[src/rtl/shot_sequencer.sv]
// -----------------------------------------------------------------------------
// shot_sequencer
// Round-level controller for the ball motion datapath. Turns mouse clicks into
// single-cycle launch pulses, tracks flight and landing from the motion block's
// z-negative flag, frames the collision settle/check window, and keeps the shot
// budget and the saturating score.
//
// State table (o_state code | meaning)
//   0 IDLE      | waiting for a launch edge, shots available
//   1 FLIGHT    | ball in the air, counting frames until landing or timeout
//   2 SETTLE    | ball landed and held, waiting SETTLE_FRAMES ticks
//   3 CHECK     | waiting for a collision result or CHECK_TIMEOUT ticks
//   4 SCORE     | one cycle: apply captured hit to the score
//   5 RECOVER   | one cycle: collision_done to motion, then IDLE/GAME_OVER
//   6 GAME_OVER | no shots left, only restart leaves
//
// Ports
//   i_clk, i_rst_n        clock, async active-low reset
//   i_mouse_left          button level (synchronous)
//   i_refresh             one-cycle frame tick
//   i_z_neg               ball below ground
//   i_restart             one-cycle new-game request (top priority)
//   i_hit_valid/i_hit/i_hit_pts  collision result strobe, flag and points
//   o_launch              one-cycle launch pulse
//   o_en_collision        hold ball / enable collision detection
//   o_collision_done      one-cycle clear to motion
//   o_shots_left, o_score, o_score_pulse, o_game_over, o_state
// All outputs are registered.
// -----------------------------------------------------------------------------
module shot_sequencer #(
  parameter int SHOTS          = 10,
  parameter int SETTLE_FRAMES  = 60,
  parameter int CHECK_TIMEOUT  = 4,
  parameter int FLIGHT_TIMEOUT = 255,
  parameter int SCORE_W        = 8
) (
  input  logic               i_clk,
  input  logic               i_rst_n,
  input  logic               i_mouse_left,
  input  logic               i_refresh,
  input  logic               i_z_neg,
  input  logic               i_restart,
  input  logic               i_hit_valid,
  input  logic               i_hit,
  input  logic [3:0]         i_hit_pts,
  output logic               o_launch,
  output logic               o_en_collision,
  output logic               o_collision_done,
  output logic [3:0]         o_shots_left,
  output logic [SCORE_W-1:0] o_score,
  output logic               o_score_pulse,
  output logic               o_game_over,
  output logic [2:0]         o_state
);

  typedef enum logic [2:0] {
    IDLE      = 3'd0,
    FLIGHT    = 3'd1,
    SETTLE    = 3'd2,
    CHECK     = 3'd3,
    SCORE     = 3'd4,
    RECOVER   = 3'd5,
    GAME_OVER = 3'd6
  } state_e;

  state_e             state_q, state_d;
  logic [7:0]         cnt_q, cnt_d;
  logic               mouse_prev_q;
  logic [3:0]         shots_q, shots_d;
  logic [SCORE_W-1:0] score_q, score_d;
  logic               hit_q, hit_d;
  logic [3:0]         pts_q, pts_d;
  logic               launch_q, launch_d;
  logic               en_q, en_d;
  logic               done_q, done_d;
  logic               pulse_q, pulse_d;
  logic               over_q, over_d;

  logic               launch_edge;
  logic [SCORE_W:0]   score_sum;
  logic [7:0]         cnt_inc;

  assign launch_edge = i_mouse_left & ~mouse_prev_q;
  // One extra bit catches the carry so the score can clamp instead of wrapping.
  assign score_sum   = {1'b0, score_q} + {{(SCORE_W-3){1'b0}}, pts_q};
  // Frame counter saturates rather than wrapping.
  assign cnt_inc     = (cnt_q == 8'hFF) ? cnt_q : cnt_q + 8'd1;

  always_comb begin
    state_d  = state_q;
    cnt_d    = cnt_q;
    shots_d  = shots_q;
    score_d  = score_q;
    hit_d    = hit_q;
    pts_d    = pts_q;
    launch_d = 1'b0;
    pulse_d  = 1'b0;

    case (state_q)
      IDLE: begin
        if (launch_edge && shots_q != 4'd0) begin
          launch_d = 1'b1;
          shots_d  = shots_q - 4'd1;
          state_d  = FLIGHT;
        end
      end
      FLIGHT: begin
        if (i_refresh && i_z_neg) begin
          state_d = SETTLE;
        end else if (cnt_q >= 8'(FLIGHT_TIMEOUT)) begin
          state_d = RECOVER;
        end else if (i_refresh) begin
          cnt_d = cnt_inc;
        end
      end
      SETTLE: begin
        if (i_refresh) begin
          if (cnt_q >= 8'(SETTLE_FRAMES - 1)) state_d = CHECK;
          else                                cnt_d   = cnt_inc;
        end
      end
      CHECK: begin
        // A result arriving on the timeout tick still counts.
        if (i_hit_valid) begin
          hit_d   = i_hit;
          pts_d   = i_hit_pts;
          state_d = SCORE;
        end else if (i_refresh) begin
          if (cnt_q >= 8'(CHECK_TIMEOUT - 1)) state_d = RECOVER;
          else                                cnt_d   = cnt_inc;
        end
      end
      SCORE: begin
        if (hit_q) begin
          score_d = score_sum[SCORE_W] ? {SCORE_W{1'b1}} : score_sum[SCORE_W-1:0];
          pulse_d = 1'b1;
        end
        state_d = RECOVER;
      end
      RECOVER: begin
        state_d = (shots_q != 4'd0) ? IDLE : GAME_OVER;
      end
      GAME_OVER: begin
        state_d = GAME_OVER;
      end
      default: state_d = IDLE;
    endcase

    if (i_restart) begin
      state_d  = IDLE;
      score_d  = '0;
      shots_d  = 4'(SHOTS);
      launch_d = 1'b0;
      pulse_d  = 1'b0;
    end

    if (state_d != state_q) cnt_d = 8'd0;

    // Output registers follow the next state so they line up with o_state.
    done_d = (state_d == RECOVER) || i_restart;
    en_d   = (state_d == SETTLE) || (state_d == CHECK) || (state_d == SCORE);
    over_d = (state_d == GAME_OVER);
  end

  always_ff @(posedge i_clk or negedge i_rst_n) begin
    if (!i_rst_n) begin
      state_q      <= IDLE;
      cnt_q        <= 8'd0;
      mouse_prev_q <= 1'b0;
      shots_q      <= 4'(SHOTS);
      score_q      <= '0;
      hit_q        <= 1'b0;
      pts_q        <= 4'd0;
      launch_q     <= 1'b0;
      en_q         <= 1'b0;
      done_q       <= 1'b0;
      pulse_q      <= 1'b0;
      over_q       <= 1'b0;
    end else begin
      state_q      <= state_d;
      cnt_q        <= cnt_d;
      mouse_prev_q <= i_mouse_left;
      shots_q      <= shots_d;
      score_q      <= score_d;
      hit_q        <= hit_d;
      pts_q        <= pts_d;
      launch_q     <= launch_d;
      en_q         <= en_d;
      done_q       <= done_d;
      pulse_q      <= pulse_d;
      over_q       <= over_d;
    end
  end

  assign o_launch         = launch_q;
  assign o_en_collision   = en_q;
  assign o_collision_done = done_q;
  assign o_shots_left     = shots_q;
  assign o_score          = score_q;
  assign o_score_pulse    = pulse_q;
  assign o_game_over      = over_q;
  assign o_state          = state_q;

endmodule

[config.mk]
export PLATFORM = sky130hd
export DESIGN_NAME = shot_sequencer
export DESIGN_NICKNAME = d
export VERILOG_FILES = /design/src/rtl/shot_sequencer.sv
export SDC_FILE = /design/constraint.sdc
export NUM_CORES = 1
export LEC_CHECK = 0
export ABC_CLOCK_PERIOD_IN_PS = 3700
export BUFFER_PORTS_ARGS = -buffer_cell sky130_fd_sc_hd__buf_2
export CAP_MARGIN = 20
export CORE_MARGIN = 2
export CORE_UTILIZATION = 50
export CTS_BUF_LIST = sky130_fd_sc_hd__clkbuf_8
export CTS_CLUSTER_SIZE = 10
export DETAILED_ROUTE_END_ITERATION = 10
export HOLD_SLACK_MARGIN = 0.05
export PLACE_DENSITY = 0.79
export SYNTH_ARGS = -nofsm -noshare
export SYNTH_HDL_FRONTEND = slang
export SYNTH_SLANG_ARGS = --single-unit
[constraint.sdc]
create_clock -name i_clk -period 3.7 [get_ports i_clk]
set_input_delay 0 -clock i_clk [delete_from_list [all_inputs] [get_ports i_clk]]
set_output_delay 0 -clock i_clk [all_outputs]
set_load 0.05 [all_outputs]
Word-level counts from Yosys, hierarchy flattened:

Index checks and enable logic that the tools add are counted.

* add/subtract/negate cells: 3
* reduce and logical (&&, ||, !) cells: 16
* magnitude comparators: 3
* mux-type cells: 35
* eq/ne operators: 21
* bitwise logic cells: 2

Operator list (count)
* $mux 8: 14
* $mux 3: 10
* $ne 3x3->1 const B: 8
* $pmux 8 s3: 1
* $pmux 3 s7: 1
* $eq 3x3->1 const B: 6
* $eq 3x2->1 const B: 4
* $mux 4: 3
* $add 8x4->9: 1
* $reduce_and 9->1: 1
* $add 8x1->8 const B: 1
* $eq 8x8->1 const B: 1
* $ge 8x2->1 const B: 1
* $ge 8x6->1 const B: 1
* $ge 8x8->1 const B: 1
* $reduce_bool 2->1: 4
* $reduce_bool 4->1: 2
* $mux 1: 6
* $reduce_and 2->1: 3
* $sub 4x1->4 const B: 1
* $eq 3x1->1 const B: 1
* $logic_not 3->1: 1
* $logic_or 1x1->1: 3
* $ne 3x3->1: 1
* other kinds (3): 4

* output and inout bits: 20
* bits of input ports: 12
* word-level logic and storage cells: 92
* flip-flop bits (word level): 34

Depth between registers and ports, before layout:

Gate-level depths: netlist (run 1).

* depth after elaboration: 9
* gate-level depth with buffers: 9
* gate-level depth less buffers: 9

Worst setup path after synthesis (run 1):

Ideal clock, no wire load.

* path kind: flip-flop to flip-flop
* start: register, netlist name o_shots_left[0]
* end: register hit_q
* buffers on the path: 0
* period minus slack after synthesis: 2.364 ns
* data required time: 3.575 ns
* slack: 1.336 ns
* cell stages (with the launch flop): 8
* library setup time: 0.125 ns
* arrival time: 2.239 ns
* cells stage by stage: dfrtp_1 > inv_1 > ha_1 > or3b_1 > nand3_2 > o2111ai_4 > nor3_4 > mux2_4

RTL lines
* end signal, assigned: line 185 `hit_q <= hit_d;`
* end, declared: line 71 `logic hit_q, hit_d;`

Worst setup path in the final report (run 1):

* start: register state_q[2], in the netlist o_state[2]
* end: register cnt_q[7]

* word-level cells in the longest chain between the ends: 8
* elaborated cells between the ends (all ways): 30
* those cells by class: eq/ne (15); mux (12); reduce/logical (3)

RTL lines
* start, declared: line 66 `state_e state_q, state_d;`
* start signal, assigned: line 180 `state_q <= state_d;`
* $mux 3: line 129 `if (cnt_q >= 8'(CHECK_TIMEOUT - 1)) state_d = RECOVER;`
* $mux 3: line 128 `end else if (i_refresh) begin`
* $mux 3: line 124 `if (i_hit_valid) begin`
* $pmux 3 s7: line 99 `case (state_q)`
* $mux 3: line 149 `if (i_restart) begin`
* $ne 3x3->1: line 157 `if (state_d != state_q) cnt_d = 8'd0;`
* $ne 3x3->1 (no source line) / $reduce_bool 4->1 (equally long branches)
* $reduce_and 9->1 (no source line)
* end signal, assigned: line 181 `cnt_q <= cnt_d;`
* end, declared: line 67 `logic [7:0] cnt_q, cnt_d;`

Parallel ways exist; a longest one is shown, timed or not.
A chain may end at the register's enable or synchronous reset.

==> results of run 1 <==
power by group through the flow:
| stage | Combinational (mW) | Clock, mW | Sequential (mW) |
|---|---|---|---|
| final | 0.175 | 0.278 | 0.424 |
| after global routing | 0.193 | 0.303 | 0.428 |
| after CTS | 0.176 | 0.288 | 0.424 |
| after detailed placement | 0.169 | 0 | 0.430 |
| after global placement | 0.165 | 0 | 0.429 |
| after floorplan | 0.111 | 0 | 0.444 |
cell families after synthesis:
group                    count (synthesis)  synth area share
AO/OA/AOI/OAI                           45             0.184
flip-flops                              34             0.410
multiplexers                             7            0.0457
buffers and inverters                   18            0.0433
adder cells (fa/ha/maj)                  8            0.0517
XOR/XNOR                                 9            0.0379
AND/OR/NAND/NOR                         85             0.227
registers in the layout (all words and copies together) (netlist names):
| name | flops |
|---|---|
| cnt_q | 8 |
| o_score | 8 |
| o_shots_left | 4 |
| pts_q | 4 |
| o_state | 3 |
| hit_q | 1 |
| mouse_prev_q | 1 |
| o_collision_done | 1 |
| o_en_collision | 1 |
| o_game_over | 1 |
| o_launch | 1 |
| o_score_pulse | 1 |
worst paths after layout:
kind,to,slack (ns),depth (start not counted)
worst max-delay path,cnt_q[7],1.34,6
worst min-delay path,o_score_pulse,0.12,2
worst max register to register,cnt_q[7],1.34,6
worst min register to register,pts_q[0],0.55,1
max in group asynchronous,o_game_over,2.88,2
min in group asynchronous,cnt_q[3],0.33,2
final cells by class:
type,instances,area (um^2)
Tap cell,50,62.6
Inverter,10,37.5
Clock inverter,2,8.76
Multi-Input combinational cell,154,1140
Timing Repair Buffer,38,225
Clock buffer,6,82.6
Sequential cell,34,853
Fill cell,356,1590
critical path: cells and delay by family, from the launching register on:
| family | cells | cell delay (ns) |
|---|---|---|
| AOI/OAI and AO/OA | 3 | 0.77 |
| DFF | 1 | 0.73 |
| and+or+nand+nor | 3 | 0.81 |
placed cells by master, fill, tap and decap left out, types with 2 or more instances in the layout:
cell type / count
sky130_fd_sc_hd__o21a_1: 3
sky130_fd_sc_hd__mux2_4: 5
sky130_fd_sc_hd__dfstp_2: 2
sky130_fd_sc_hd__nor4_1: 4
sky130_fd_sc_hd__dlygate4sd3_1: 7
sky130_fd_sc_hd__xor2_1: 6
sky130_fd_sc_hd__nor2_1: 25
sky130_fd_sc_hd__a31oi_1: 2
sky130_fd_sc_hd__clkbuf_8: 6
sky130_fd_sc_hd__o21ai_0: 7
sky130_fd_sc_hd__mux2i_1: 2
sky130_fd_sc_hd__nand3_1: 11
sky130_fd_sc_hd__ha_1: 7
sky130_fd_sc_hd__nand2_1: 10
sky130_fd_sc_hd__buf_2: 31
sky130_fd_sc_hd__xnor2_1: 3
sky130_fd_sc_hd__a21oi_1: 7
sky130_fd_sc_hd__or3_1: 4
sky130_fd_sc_hd__nor2_2: 4
sky130_fd_sc_hd__a211oi_1: 3
sky130_fd_sc_hd__inv_1: 11
sky130_fd_sc_hd__nand2b_1: 3
sky130_fd_sc_hd__a21oi_2: 4
sky130_fd_sc_hd__dfrtp_1: 32
sky130_fd_sc_hd__nor2b_1: 4
sky130_fd_sc_hd__and2_1: 3
sky130_fd_sc_hd__a31o_2: 2
sky130_fd_sc_hd__and3_1: 4
layer usage:
| layer | GRT usage | wire (um) | up-vias |
|---|---|---|---|
| met4 | 0.0725 | 63 | 0 |
| met1 | 0.291 | 2090 | 794 |
| met2 | 0.310 | 1990 | 44 |
| met3 | 0.0552 | 214 | 6 |
| li1 | - | - | 819 |
| met5 | 0 | 0 | - |
per-stage QoR:
step	instance area [um^2]	utilization	setup WS, ns	total power [mW]	cells
2_1_floorplan	2080	-	1.34	0.554	206
3_3_place_gp	2240	0.561	1.44	0.594	279
3_5_place_dp	2240	0.561	1.38	0.599	279
4_1_cts	2410	0.602	1.36	0.888	294
5_1_grt	2410	0.602	1.16	0.923	294
6_report	2410	0.602	1.34	0.877	294
repair_timing:
action / 4_1_cts / 5_1_grt
setup endpoints to repair: 0 / 0
hold endpoints to repair: 38 / 0
hold buffers: 7 / 0
==> flow_results.org, run 1 <==
** Run status
- Run status :: finished, final reports clean

** Worst setup path
- Kind of start point of the critical path :: flip-flop
- The critical path goes through nor3b_1, a31o_1, a31oi_1, nand2_1, or3_1, a21oi_2.
- In this run the critical register-to-register path is launched from o_state[2].
- Data arrives at the worst endpoint at 2.58 ns.
- Setup CP Type :: reg2reg
- STA classifies the critical path endpoint as a flip-flop.
- The largest single stage delay on the critical path is 0.73 ns.
- CP startpoint :: o_state[2]
- Data required time of the critical path :: 3.92 ns
- Among all stages on the critical path, the largest delay is contributed by sky130_fd_sc_hd__dfrtp_1.
- Along the worst path, the maximum fanout reaches 19.

** Clock network
- H-tree levels :: 2
- Clock-pin slew on the worst setup and hold paths :: 0.07 ns
- TritonCTS clock tree :: built
- Number of buffers added by the clock tree synthesis step :: 5
- Worst skew pair latency :: 0.28 ns
- After clock tree synthesis, the repair step resized 0 gates.
- Counting along the longest clock path gives a buffer depth of 2.
- The clock drives 34 sinks.
- Cell at the root of the clock tree :: sky130_fd_sc_hd__clkbuf_8
- Buffers added to address setup during post-CTS repair amount to 0.

** Global routing
- Pin count of the biggest net entering global routing :: 35
- Global routing finished with a remaining overflow of 0.
- First-pass GRT wire length :: 7260 um
- The initial antenna violation count came to 0.
- Vias in the first global route :: 1524
- GRT Resource Usage Total :: 0.208

** Logic synthesis
- The number of nets in the synthesized netlist is 226.
- Synthesis inferred 34 register bits.
- Area leader, netlist :: sky130_fd_sc_hd__dfrtp_1
- Yosys top cell area share :: 0.385
- Cell types occupying the most area after synthesis :: sky130_fd_sc_hd__dfrtp_1, sky130_fd_sc_hd__nor2_1, sky130_fd_sc_hd__ha_1
- The Yosys step of the flow raised 0 warnings.
- Ranked by instance count, the synthesized netlist is headed by sky130_fd_sc_hd__dfrtp_1, sky130_fd_sc_hd__nor2_1, sky130_fd_sc_hd__nand3_1.
- Of the synthesized area, sequential elements account for 0.410.
- Most used flip-flop cell after synthesis :: sky130_fd_sc_hd__dfrtp_1
- The cell area that synthesis handed to floorplanning was 0.00208 mm^2.
- The average instance in the mapped netlist occupies 10.1 um^2.
- Distinct cells, synth :: 60
- After technology mapping, the gate count stands at 206.
- Yosys mapped a number of flops with a built-in enable equal to 0.
- FFs w/ async S/R, synth :: 1.00
- sky130_fd_sc_hd__dfrtp_1 is the most common cell in the netlist.

** Routing
- Iter 0 DRT Violations :: 94
- Total via count in the routed design :: 1663
- DRC violations left :: 0
- Wires add up to 4360 um.
- Number of nets with antenna violations after detailed routing :: 0
- First-pass iteration count of the detailed router :: 4
- Using the TritonRoute via totals, the vias-per-cell ratio works out to 5.66.
- Average wire length per cell after detail routing :: 14.8 um

** Place
- The congestion estimate from routability-driven global placement came to 0.935.
- The HPWL after detailed placement is 3030 um.
- The count of buffers added on input and output ports is 31.

** Floorplanning
- The initial utilization of the core area, before any placement, comes to 0.520.
- Die span in x :: 68.5 um
- Die Ht :: 68.5 um
- In this run the count of I/O pins placed on the die edge is 32.
- The die covers 0.00469 mm^2.
- The total area inside the core boundary comes to 0.00400 mm^2.
- Standard-cell rows :: 23

** Pwr
- Static Leakage :: 1.09 nW
- Total power per unit cell area :: 365 mW/mm^2
- The share of total power dissipated in combinational logic is 0.200.
- Of the total power, the share spent switching nets is 0.297.
- Pint :: 0.617 mW
- Clock group share of total power :: 0.316
- The worst-case IR drop observed on VDD is 0.218 mV.
- For this design the total switching power over the nets is 0.260 mW.
- The share of total power dissipated in sequential elements is 0.484.

** Timing
- Final Max Slew Viols :: 0
- Setup Viol. Count Final :: 0
- Slew at the pin closest to its max-slew limit :: 0.771 ns
- Final worst clock skew :: 0.00222 ns
- Hold violation count in the final report :: 0
- Final worst path period share :: 0.638
- Maximum frequency from static timing analysis :: 0.424 GHz
- Hold timing on the final database bottoms out at a slack of 0.121 ns.
- Worst slew margin relative to its limit :: 0.486
- Final period demand of the worst path :: 2.36 ns
- Setup repair after global routing missed its margin :: false
- Setup TNS :: 0 ns

** Final layout
- Ratio of cells with drive above 1 in the final layout :: 0.275
- The repair_antennas step left the layout with diodes totalling 0.
- Final nets :: 263
- Area growth syn-to-layout :: 15.7%

** Hold path
- The path class of the tightest hold or removal check is in2reg.
- Critical hold path startpoint :: i_restart

** Job
- Number of max-cap violations :: 0
Power figures use the tool's default switching activity.
==> inputs of run 2 (changes only) <==
- ABC_CLOCK_PERIOD_IN_PS: 3700 -> 2000
- PLACE_DENSITY: 0.79 -> 0.81
- clock period: 3.7 -> 2 ns (I/O delays scaled with it)
==> run 2 against run 1 <==
Compared with the run above:
- the flow now finishes with violations (negative setup slack)
- die area is the same
- first-iteration DRC count increased by 12%
- wire length grew 24%
- fmax increased by 12%
- via count increased by 14%
- sequential share of layout area fell by 6.1 points
- non-clock buffer count increased by 45
- register-to-register slack worse by 1.5 ns
- total power is 100% higher
- flip-flop and latch count stayed put
- combinational power grew to 2.6 times the previous value
- critical path type unchanged
- critical endpoint unchanged
==> flow_results.org, run 2 (synthesis results as in run 1) <==
** Run status
- Run status :: finished, violations left
- Failing checks :: negative setup slack

** Worst setup path
- Kind of end point of the critical path :: flip-flop
- Setup CP Type :: reg2reg
- The worst path arrival time came to 2.35 ns (-0.23 ns).
- Data required time of the critical path :: 2.23 ns (-1.69 ns)
- The worst setup path is launched from a flip-flop.
- Largest fanout on the critical path :: 8 (-11)

** Timing
- The worst clock skew came to 0.00899 ns (+0.00677 ns).
- Final Max Slew Viols :: 0 (unchanged)
- The final hold slack came to 0.124 ns (+0.00320 ns).
- The upper clock frequency limit is 0.473 GHz (+12%).
- Setup repair after global routing missed its margin :: true
- The shortest clock period the worst path allows after layout was 2.12 ns (-0.245 ns).
- The worst max-slew margin expressed relative to the limit came to 0.482 (-0.00391).
- The smallest setup slack after layout came to -0.116 ns (-1.46 ns).
- The final sum of negative setup slack was -1.33 ns (-1.33 ns).
- Hold violation count in the final report :: 0 (unchanged)
- The part of the cycle the worst path needs was 1.06 (+0.420).
- Slew at the pin closest to its max-slew limit :: 0.777 ns (+0.00587 ns)
- Setup Viol. Count Final :: 16 (+16)

** Clock network
- TritonCTS clock tree :: built
- The tree is rooted in a sky130_fd_sc_hd__clkbuf_8.
- The maximum clock path buffer count is 2 (unchanged).
- Clock-pin slew on the worst setup and hold paths :: 0.07 ns (about the same)
- The maximum level of the CTS H-tree is 2 (unchanged).
- The number of clock buffers inserted by TritonCTS was 5 (unchanged).
- The number of sinks on the clock net was 34 (unchanged).
- The clock latency at the later pin of the worst-skew pair was 0.30 ns (+0.02 ns).

** Routing
- The number of DRC markers after the initial detailed-route iteration came to 105 (+12%).
- First-pass iteration count of the detailed router :: 4 (unchanged)
- The overall routed net length is 5400 um (+24%).
- DRC violations left :: 0 (unchanged)
- Total via count in the routed design :: 1901 (+14%)
- The number of nets with antenna violations after routing was 0 (unchanged).
- Average wire length per cell after detail routing :: 15.9 um (+7.4%)
- The via density per instance came to 5.61 (-0.86%).

** Floorplanning
- The die width is 68.5 um (unchanged).
- The number of standard-cell rows in the floorplan was 23 (unchanged).
- The full die area is 0.00469 mm^2 (unchanged).
- The placeable core region was 0.00400 mm^2 (unchanged).
- Count of boundary I/O pins :: 32 (unchanged)
- Die Ht :: 68.5 um (unchanged)
- Initial Util :: 0.520 (unchanged)

** Job
- Number of max-cap violations :: 0 (unchanged)

** Place
- Buffers added on ports :: 31 (unchanged)
- The weighted congestion at the end of routability-driven global placement was 0.829 (-11%).
- Pre-CTS setup slack :: -0.237 ns (-1.62 ns)
- The placed wire-length estimate after detailed placement is 3440 um (+13%).

** Final layout
- The net count of the finished layout is 308 (+17%).
- In the layout the commonest cells are sky130_fd_sc_hd__buf_4, sky130_fd_sc_hd__buf_2, sky130_fd_sc_hd__dfrtp_1.
- Most common cell after layout, fill and taps aside :: sky130_fd_sc_hd__buf_4
- Area growth syn-to-layout :: 40.7%
- Final standard cell utilization of the core :: 0.732 (+0.130)
- The number of inserted diodes came to 0 (unchanged).
- The share of final-layout standard cells stronger than drive strength 1 was 0.488 (+0.213).

** Global routing
- The initial antenna violation count is 0 (unchanged).
- Vias in the first global route :: 1839 (+21%)
- The all-layer global routing usage is 0.248 (+0.0401).
- The maximum number of pins on one net before global-route repair is 35 (unchanged).
- Remaining Overflow, GRT :: 0 (unchanged)
- First-pass GRT wire length :: 8460 um (+17%)

** Pwr
- The total leakage power came to 1.32 nW (+21%).
- Final total power :: 1.78 mW (+100%)
- Total power per unit cell area :: 610 mW/mm^2 (+67%)
- The maximum ir drop on the vdd rail came to 0.394 mV (+81%).

** Hold path
- Path category of the worst min-delay check :: in2reg
run 2: metal layers:
metal / vias up / wire, um / track usage
li1: 907 / - / -
met1: 902 / 2310 / 0.314
met2: 73 / 2580 / 0.392
met3: 19 / 333 / 0.0552
met4: 0 / 165 / 0.133
met5: - / 0 / 0
run 2: layout make-up:
type / count / area (um^2)
Multi-Input combinational cell: 154 / 1280
Fill cell: 255 / 1070
Sequential cell: 34 / 860
Timing Repair Buffer: 83 / 587
Clock buffer: 6 / 82.6
Tap cell: 50 / 62.6
Inverter: 10 / 37.5
Clock inverter: 2 / 12.5
run 2: what timing repair did:
item,CTS,global route
pin swaps,18,11
setup endpoints to repair,18,23
buffers inserted,4,6
hold endpoints to repair,38,0
resized for setup,11,17
hold buffers,7,0
run 2: worst max-delay path: stages (launching register included):
cell	delay, ns
sky130_fd_sc_hd__dfrtp_1	0.43
sky130_fd_sc_hd__ha_4	0.20
sky130_fd_sc_hd__o2111a_1	0.26
sky130_fd_sc_hd__o311ai_4	0.25
sky130_fd_sc_hd__o2111ai_4	0.19
sky130_fd_sc_hd__nor2b_4	0.18
sky130_fd_sc_hd__a211o_4	0.41
sky130_fd_sc_hd__a21oi_2	0.13
run 2: metrics by stage:
step | area, um^2 | cells
final | 2930 | 339
after global routing | 2930 | 339
after CTS | 2810 | 333
after detailed placement | 2540 | 314
after global placement | 2540 | 314
after floorplan | 2120 | 206
run 2: worst paths after layout:
path                                start         endpoint  slack [ns]  depth (start not counted)
min in group asynchronous         i_rst_n         cnt_q[5]        0.31                          2
worst max register to register   cnt_q[1]         cnt_q[7]       -0.12                          7
max in group asynchronous         i_rst_n  o_shots_left[0]        1.14                          2
worst max-delay path             cnt_q[1]         cnt_q[7]       -0.12                          7
worst min-delay path            i_restart       o_score[7]        0.12                          2
worst min register to register   pts_q[3]         pts_q[3]        0.55                          1
run 2: power by group:
| part | internal (mW) | switching [mW] | total (mW) |
|---|---|---|---|
| Sequential | 0.736 | 0.0467 | 0.782 |
| Clock | 0.277 | 0.265 | 0.541 |
| Combinational | 0.215 | 0.246 | 0.461 |
| Total | 1.23 | 0.557 | 1.78 |
==> inputs of run 3 (changes only) <==
- REMOVE_ABC_BUFFERS: default -> 1
==> run 3 against run 2 <==
Compared with the run above:
- the flow still finishes with violations (negative setup slack)
- cell count is 1.2% lower
- final area decreased by 2.7%
- fmax shrank 0.41%
- critical path depth unchanged
- global-route usage shrank 1.6 points
- clock power is 9.4% lower
- combinational power down 3%
- flip-flop and latch count did not move
- count of clock-buffer cells in the layout decreased by 1
- largest power group unchanged
==> flow_results.org, run 3 (synthesis results as in run 1) <==
** Global routing
- Vias in the first global route :: 1808 (-1.7%)
- Fraction of met3 tracks used by global routing :: 0.0503 (-0.00487)
- Routing layer with the top usage in global route :: met2
- The maximum number of pins on one net before global-route repair was 35 (unchanged).
- First-pass GRT wire length :: 8140 um (-3.7%)
- GRT Resource Usage Total :: 0.232 (-0.0156)
- The remaining global-route overflow was 0 (unchanged).
- The initial antenna violation count was 0 (unchanged).
- The global-route track usage on met2 is 0.377 (-0.0144).
- The fraction of met1 tracks used by global routing is 0.302 (-0.0124).

** Routing
- The via total after detailed routing was 1921 (+1.1%).
- Iter 0 DRT Violations :: 119 (+13%)
- The overall routed net length came to 5620 um (+4.1%).
- The number of nets with antenna violations after routing was 0 (unchanged).
- The DRC violation count after routing is 0 (unchanged).
- Via density :: 5.73 (+2.3%)
- Average wire length per cell after detail routing :: 16.8 um (+5.3%)
- First-pass iteration count of the detailed router :: 4 (unchanged)

** Pwr
- Reported net switching power :: 0.538 mW (-3.4%)
- Total power per unit cell area :: 602 mW/mm^2 (-1.2%)
- Final total power :: 1.72 mW (-3.8%)
- Clock group share of total power :: 0.286 (-0.017)
- The sequential group share of total power is 0.453 (+0.015).
- Static Leakage :: 1.31 nW (-0.85%)
- Pint :: 1.18 mW (-4.0%)
- The combinational power share was 0.262 (+0.004).
- Peak supply drop :: 0.342 mV (-13%)
- The switching share of power came to 0.314 (+0.00131).

** Final layout
- Most frequent cells in the layout :: sky130_fd_sc_hd__buf_4, sky130_fd_sc_hd__dfrtp_1, sky130_fd_sc_hd__buf_2
- The count of filler cells inserted in the layout was 269 (+5.5%).
- Final nets :: 304 (-1.3%)
- Leaving out fill and tap cells, the most frequent cell in the layout is sky130_fd_sc_hd__buf_4.
- Area occupied by multi-input gates :: 0.00127 mm^2 (-1.1%)
- Post-layout instance area :: 0.00285 mm^2 (-2.7%)
- Area growth syn-to-layout :: 37.0%
- The share of final-layout standard cells stronger than drive strength 1 came to 0.460 (-0.0282).
- The final standard cell utilization of the core came to 0.712 (-0.0194).
- The number of inserted diodes is 0 (unchanged).
- The combined flip-flop and latch cell area came to 855 um^2 (-0.58%).

** Timing
- Setup Viol. Count Final :: 14 (-2)
- Setup repair after global routing could not meet its margin everywhere.
- Post-route worst hold slack :: 0.143 ns (+0.0195 ns)
- Final Max Slew Viols :: 0 (unchanged)
- The smallest setup slack after layout was -0.125 ns (-0.00866 ns).
- The upper clock frequency limit is 0.471 GHz (-0.41%).
- Final worst path period share :: 1.06 (+0.00433)
- The final count of hold timing violations came to 0 (unchanged).
- Slew at the pin closest to its max-slew limit :: 0.742 ns (-0.0348 ns)
- The worst max-slew margin expressed relative to the limit is 0.505 (+0.0232).
- The shortest clock period the worst path allows after layout is 2.12 ns (+0.00866 ns).
- Setup TNS :: -1.48 ns (-0.150 ns)
- The worst clock skew was 0.0104 ns (+0.00136 ns).

** Clock network
- The number of sinks on the clock net came to 34 (unchanged).
- TritonCTS clock tree :: built
- The number of clock buffers inserted by TritonCTS was 5 (unchanged).
- Clock-pin slew on the worst setup and hold paths :: 0.07 ns (about the same)
- The clock latency at the later pin of the worst-skew pair is 0.29 ns (about the same).
- The root buffer cell chosen for the clock tree is sky130_fd_sc_hd__clkbuf_8.
- Number of buffers on the longest clock path :: 2 (unchanged)
- H-tree levels :: 2 (unchanged)

** Floorplanning
- Die Ht :: 68.5 um (unchanged)
- The number of primary I/O pins was 32 (unchanged).
- The starting utilization of the core area came to 0.520 (unchanged).
- The placeable core region was 0.00400 mm^2 (unchanged).
- The die width is 68.5 um (unchanged).
- Die ar. :: 0.00469 mm^2 (unchanged)
- The number of standard-cell rows in the floorplan came to 23 (unchanged).

** Hold path
- Path category of the worst min-delay check :: in2reg

** Place
- The cell area after placement is 0.00251 mm^2 (-1.4%).
- The placed wire-length estimate after detailed placement came to 3530 um (+2.7%).
- Buffers added on ports :: 31 (unchanged)
- RD Place Congestion :: 0.909 (+9.8%)

** Run status
- The run finished, with violations left.
- The checks that failed: negative setup slack.

** Worst setup path
- STA classifies the critical path startpoint as a flip-flop.
- The critical path in this run is classified as reg2reg.
- Kind of end point of the critical path :: flip-flop
- Data required time of the critical path :: 2.22 ns (about the same)
- The largest fanout of any net on the critical path is 8 (unchanged).
- Critical path data arrival time :: 2.35 ns (about the same)

** Job
- The count of maximum capacitance violations is 0 (unchanged).
-- run 3: through the flow --
step                cells  worst slack [ns]
floorplan             198            -0.436
global placement      314            -0.154
detailed placement    314            -0.183
CTS                   331           -0.0806
global route          335            -0.233
finish                335            -0.125
-- run 3: final cells by class --
type | instances | share of cell area
clock inverter | 3 | 0.00483
timing repair buffer | 79 | 0.190
clock buffer | 5 | 0.0242
tap | 50 | 0.0220
inverter | 10 | 0.0132
multi-input combinational | 154 | 0.446
sequential | 34 | 0.300
-- run 3: critical path: stages, from the launching register on --
cell and delay, ns:
sky130_fd_sc_hd__dfrtp_1 0.41, sky130_fd_sc_hd__ha_4 0.20, sky130_fd_sc_hd__o2111a_1 0.30, sky130_fd_sc_hd__o311ai_4 0.26
sky130_fd_sc_hd__o2111ai_4 0.18, sky130_fd_sc_hd__nor2b_4 0.18, sky130_fd_sc_hd__a211o_4 0.42, sky130_fd_sc_hd__a21oi_2 0.12
-- run 3: what timing repair did --
item | CTS | global route
setup endpoints to repair | 22 | 25
resized for setup | 9 | 24
hold endpoints to repair | 38 | 0
hold buffers | 7 | 0
pin swaps | 8 | 13
gates cloned | 0 | 0
buffers inserted | 2 | 4
-- run 3: power by group through the flow --
| stage | clock, mW | combinational (mW) | sequential [mW] |
|---|---|---|---|
| 2_1_floorplan | 0 | 0.189 | 0.827 |
| 3_3_place_gp | 0 | 0.376 | 0.779 |
| 3_5_place_dp | 0 | 0.389 | 0.780 |
| 4_1_cts | 0.496 | 0.419 | 0.774 |
| 5_1_grt | 0.529 | 0.489 | 0.781 |
| 6_report | 0.490 | 0.449 | 0.777 |
-- run 3: worst paths after layout --
kind	from	end	slack, ns	cells after the start
max	cnt_q[0]	cnt_q[6]	-0.12	7
min	i_restart	o_shots_left[2]	0.14	2
max reg2reg	cnt_q[0]	cnt_q[6]	-0.12	7
min reg2reg	pts_q[0]	pts_q[0]	0.55	1
max in group asynchronous	i_rst_n	o_state[0]	1.17	2
min in group asynchronous	i_rst_n	cnt_q[7]	0.30	2
-- run 3: metal layers --
layer | vias to the layer above | wire, um
met1 | 940 | 2330
met3 | 18 | 236
met4 | 0 | 142
li1 | 896 | -
met5 | - | 0
met2 | 67 | 2910
